`src/rtl/popcount_pkg.sv`:
```
// Shared width helpers and FSM encoding for the serial ones/zeros counter.
package popcount_pkg;

    // Bits needed to hold any value 0..n inclusive.
    function automatic int count_width(input int n);
        return (n < 1) ? 1 : $clog2(n + 1);
    endfunction

    // CNT_W for a WIDTH-bit word.
    function automatic int cnt_width(input int width);
        return count_width(width);
    endfunction

    // Result width of one LANES-input ones counter.
    function automatic int lane_width(input int lanes);
        return count_width(lanes);
    endfunction

    localparam int DEF_WIDTH = 16;
    localparam int DEF_LANES = 4;
    localparam int DEF_CNT_W = cnt_width(DEF_WIDTH);
    localparam int DEF_LW    = lane_width(DEF_LANES);

    localparam logic [0:0] IDLE  = 1'b0;
    localparam logic [0:0] COUNT = 1'b1;

    typedef enum logic [0:0] {
        ST_IDLE  = IDLE,
        ST_COUNT = COUNT
    } state_e;

endpackage

```
`src/rtl/popcount_lane.sv`:
```
// Combinational LANES-input ones counter; one chunk of the serial word per cycle.
module popcount_lane
    import popcount_pkg::*;
#(
    parameter int LANES = DEF_LANES,
    parameter int LW    = lane_width(LANES)
) (
    input  logic [LANES-1:0] bits,
    output logic [LW-1:0]    ones
);

    always_comb begin
        ones = '0;
        for (int i = 0; i < LANES; i++) begin
            ones = ones + LW'(bits[i]);
        end
    end

endmodule

```
`src/rtl/popcount_serial.sv`:
```
// Serial popcount: counts ones (or zeros) of a WIDTH-bit word LANES bits per clock.
// Handshake: start is taken only while busy is low; done pulses one cycle when count/majority are new.
module popcount_serial
    import popcount_pkg::*;
#(
    parameter int WIDTH = DEF_WIDTH,
    parameter int LANES = DEF_LANES
) (
    input  logic                         clk,
    input  logic                         rst_n,
    input  logic                         start,
    input  logic [WIDTH-1:0]             data_in,
    input  logic                         count_zeros,
    output logic                         busy,
    output logic                         done,
    output logic [cnt_width(WIDTH)-1:0]  count,
    output logic                         majority
);

    localparam int CNT_W  = cnt_width(WIDTH);
    localparam int LW     = lane_width(LANES);
    localparam int BEATS  = WIDTH / LANES;
    localparam int BEAT_W = (BEATS > 1) ? $clog2(BEATS) : 1;

    if (WIDTH < 1 || LANES < 1 || LANES > WIDTH || (WIDTH % LANES) != 0) begin : g_bad_params
        $error("popcount_serial: illegal WIDTH/LANES combination");
    end

    logic [0:0]        state;
    logic [WIDTH-1:0]  shreg;
    logic [CNT_W-1:0]  acc;
    logic [BEAT_W-1:0] beat;
    logic [LW-1:0]     lane_ones;
    logic [CNT_W-1:0]  sum;
    logic              last_beat;

    popcount_lane #(
        .LANES (LANES),
        .LW    (LW)
    ) u_lane (
        .bits (shreg[LANES-1:0]),
        .ones (lane_ones)
    );

    assign sum       = acc + CNT_W'(lane_ones);
    assign last_beat = (beat == BEAT_W'(BEATS - 1));
    assign busy      = (state == COUNT);

    always_ff @(posedge clk or negedge rst_n) begin
        if (!rst_n) begin
            state    <= IDLE;
            shreg    <= '0;
            acc      <= '0;
            beat     <= '0;
            done     <= 1'b0;
            count    <= '0;
            majority <= 1'b0;
        end else begin
            done <= 1'b0;
            case (state)
                IDLE: begin
                    if (start) begin
                        // Zero counting is ones counting on the inverted word.
                        shreg <= count_zeros ? ~data_in : data_in;
                        acc   <= '0;
                        beat  <= '0;
                        state <= COUNT;
                    end
                end
                COUNT: begin
                    acc   <= sum;
                    shreg <= shreg >> LANES;
                    beat  <= beat + BEAT_W'(1);
                    if (last_beat) begin
                        count    <= sum;
                        majority <= (sum > CNT_W'(WIDTH / 2));
                        done     <= 1'b1;
                        state    <= IDLE;
                    end
                end
                default: state <= IDLE;
            endcase
        end
    end

endmodule

```
`config.mk`:
```
export PLATFORM = sky130hd
export DESIGN_NAME = popcount_serial
export DESIGN_NICKNAME = d
export VERILOG_FILES = /design/src/rtl/popcount_pkg.sv /design/src/rtl/popcount_lane.sv /design/src/rtl/popcount_serial.sv
export SDC_FILE = /design/constraint.sdc
export NUM_CORES = 1
export LEC_CHECK = 0
export BUFFER_PORTS_ARGS = -buffer_cell sky130_fd_sc_hd__buf_2
export CAP_MARGIN = 5
export CORE_MARGIN = 2
export CORE_UTILIZATION = 55
export DETAILED_ROUTE_END_ITERATION = 12
export PLACE_DENSITY_LB_ADDON = 0.25
export SYNTH_ARGS = -nofsm -noshare
export SYNTH_HDL_FRONTEND = slang
export SYNTH_SLANG_ARGS = --single-unit
```
`constraint.sdc`:
```
create_clock -name clk -period 3.7 [get_ports clk]
set_clock_uncertainty 0.1 [all_clocks]
set_input_delay 0.74 -clock clk [delete_from_list [all_inputs] [get_ports clk]]
set_output_delay 0.74 -clock clk [all_outputs]
set_load 0.005 [all_outputs]
```
==> load_flow_metrics.sql <==
INSERT INTO impl_metrics (metric_group, metric, value, unit) VALUES
('power_and_ir_drop', 'leakagePower', '0.872', 'nW'),
('yosys', 'area_share_of_and_or_nand_nor_cells_after_synthesis', '11.5', '%'),
('yosys', 'synth_compound_area_share', '17.6', '%'),
('global_route', 'total_grt_usage', '20.2', '%'),
('yosys', 'netlist-cell-type-count', '37', ''),
('cells_and_area', 'mostFrequentLayoutCell', 'dfrtp_1', ''),
('yosys', 'post_synth_fa_ha_maj_area_fraction', '6.84', '%'),
('route', 'wl_per_cell', '12.9', 'µm'),
('worst_setup_path', 'path_delay_family', 'adder cells', ''),
('worst_setup_path', 'cp.required', '3870', 'ps'),
('die', 'floorplan.die_area', '0.00352', 'mm²'),
('worst_setup_path', 'r2r-end', 'majority$_DFFE_PN0P_', ''),
('min_path', 'hold_class', 'in -> async', ''),
('clocking', 'worstSkewPairLatency', '330', 'ps'),
('cells_and_area', 'layout.nets', '228', ''),
('timing', 'worst_slew_pin_slew', '934', 'ps'),
('timing', 'setup_viol', '0', ''),
('clocking', 'cts_inserted_buffers', '5', ''),
('clocking', 'cts_num_sinks', '31', ''),
('timing', 'setup_repair_after_global_routing_missed_its_margin', 'false', ''),
('power_and_ir_drop', 'max-vdd-ir-drop', '0.000556', 'V'),
('die', 'floorplan.core_area', '0.00298', 'mm²'),
('worst_setup_path', 'critPathKind', 'reg -> reg', ''),
('worst_setup_path', 'data_arrival_time_of_the_critical_path', '3050', 'ps'),
('run', 'reported_max_cap_violation_count', '0', ''),
('cells_and_area', 'flow.area_growth_from_synthesis', '10.2', '%'),
('timing', 'finalMaxSlewViolations', '0', ''),
('global_route', 'grt_pass1_wl', '5300', 'µm'),
('route', 'drt-vias-per-instance', '5.41', ''),
('worst_setup_path', 'cp_slowest_stage_delay', '430', 'ps'),
('worst_setup_path', 'setup.worst_path.start_class', 'register', ''),
('worst_setup_path', 'cp_num_buf_inv', '3', ''),
('timing', 'max_slew_margin', '37.7', '%'),
('placed_design', 'finalWeightedCongestion', '0.873', ''),
('global_route', 'number_of_global_route_vias_before_repair', '1247', ''),
('die', 'die_w', '59.3', 'µm'),
('worst_setup_path', 'cp_common_cell', 'inv_1', ''),
('yosys', 'netlist_area', '0.00168', 'mm²'),
('clocking', 'master_cell_of_the_clock_root_buffer', 'clkbuf_4', ''),
('die', 'floorplan.die.height', '59.3', 'µm'),
('clocking', 'clk_pin_slew_worst_paths', '100', 'ps'),
('worst_setup_path', 'ff2ff_path_depth', '11', ''),
('worst_setup_path', 'worstReg2RegStart', 'shreg[0]$_DFFE_PN0P_', ''),
('timing', 'fmax', '347', 'MHz'),
('route', 'routed-via-count', '1265', ''),
('worst_setup_path', 'regToRegSetupSlack', '820', 'ps'),
('placed_design', 'port_buffers', '27', ''),
('timing', 'finalCritPeriodShare', '77.9', '%'),
('timing', 'fin_hold_ws', '336', 'ps'),
('worst_setup_path', 'setup.worst_path.end_class', 'register', ''),
('global_route', 'number_of_antenna_violations_at_the_first_check_in_global_routing', '0', ''),
('route', 'drt.antenna.violating_nets', '0', ''),
('yosys', 'synth_enable_flop_cells', '0', ''),
('yosys', 'syn-instance-count', '177', ''),
('power_and_ir_drop', 'pwr_density_cell', '757', 'mW/mm²'),
('cells_and_area', 'antenna-diode-count', '0', ''),
('clocking', 'post_cts.resized_instances', '0', ''),
('cells_and_area', 'layout-drive-gt1-share', '18.9', '%'),
('die', 'placement_rows', '20', ''),
('power_and_ir_drop', 'design_power_total', '1.40', 'mW'),
('clocking', 'clock_tree.buffer_depth', '2', ''),
('cells_and_area', 'post-route-util', '62.3', '%'),
('global_route', 'grt-ovfl-total', '0', ''),
('timing', 'finalWorstPathRequiredPeriod', '2880', 'ps'),
('timing', 'final-hold-violation-count', '0', ''),
('yosys', 'multiplexer_share_of_the_synthesized_area', '1.26', '%'),
('die', 'starting_density_of_the_core', '56.6', '%'),
('status', 'outcome', 'complete, no violations', ''),
('worst_setup_path', 'worstPathCellList', 'ha_1, inv_1, fa_1, inv_1, ha_1, inv_1, fa_1, and2b_1, o21ai_2, or3_1, nand4_1', ''),
('yosys', 'synth_top_family_by_area', 'compound AO/OA/AOI/OAI gates', ''),
('route', 'drc', '0', '');
## cell families after synthesis
| kind of cell | after synthesis |
|---|---|
| simple gates | 47 |
| xor+xnor | 19 |
| fa+ha+maj | 8 |
| compound gates | 48 |
| buf+inv | 22 |
| mux | 2 |
| flops | 31 |
## state kept, by name, indices dropped and copies added, names as in the netlist
signal    cells
shreg        16
acc           5
count         5
beat          2
busy          1
done          1
majority      1
## routing by layer
metal / share of wire, % / GRT usage, % / up-vias
li1: - / - / 639
met5: 0 / 0 / -
met3: 4.4 / 5.90 / 4
met1: 47 / 27.3 / 594
met4: 0.83 / 6.49 / 0
met2: 48 / 31.6 / 28
## worst max-delay path by stage
stage | from | to | depth (start not counted)
3_3_place_gp | shreg[0]$_DFFE_PN0P_ | majority$_DFFE_PN0P_ | 11
2_1_floorplan | shreg[0]$_DFFE_PN0P_ | majority$_DFFE_PN0P_ | 11
5_1_grt | shreg[0]$_DFFE_PN0P_ | majority$_DFFE_PN0P_ | 11
6_report | shreg[0]$_DFFE_PN0P_ | majority$_DFFE_PN0P_ | 11
3_5_place_dp | shreg[0]$_DFFE_PN0P_ | majority$_DFFE_PN0P_ | 11
4_1_cts | shreg[0]$_DFFE_PN0P_ | majority$_DFFE_PN0P_ | 11
## Yosys cell counts (2+ instances only)
master | n | area [µm²]
inv_1 | 9 | 33.8
xor2_1 | 3 | 26.3
a211oi_1 | 4 | 30.0
a21oi_1 | 16 | 80.1
buf_4 | 2 | 15.0
o21ai_1 | 4 | 20.0
dfrtp_1 | 31 | 776
o21ai_0 | 14 | 70.1
ha_1 | 6 | 75.1
o22ai_1 | 2 | 12.5
fa_1 | 2 | 40.0
xnor2_1 | 16 | 140
nand2_1 | 20 | 75.1
nand3_1 | 2 | 10.0
nor2_1 | 20 | 75.1
a22o_1 | 2 | 17.5
clkbuf_1 | 4 | 15.0
## through the flow
step / area, µm² / worst slack [ps]
floorplan: 1680 / 1030
global placement: 1790 / 957
detailed placement: 1790 / 834
CTS: 1860 / 808
global route: 1860 / 670
finish: 1860 / 816
## where the power goes
group	leakage, nW	switching (mW)	internal [mW]
registers	0.400	0.113	0.475
clock network	0.0386	0.110	0.112
logic	0.434	0.319	0.276
total	0.872	0.542	0.863
## final cells by class
type                       count  area [µm²]  share of cell area [%]
clock buffer                   8        68.8                    3.71
inverter                      11        41.3                    2.23
multi-input combinational    124         793                    42.8
sequential                    31         776                    41.8
tap                           33        41.3                    2.23
timing repair buffer          27         135                    7.28
No activity file was read; power rests on OpenSTA's default activity.
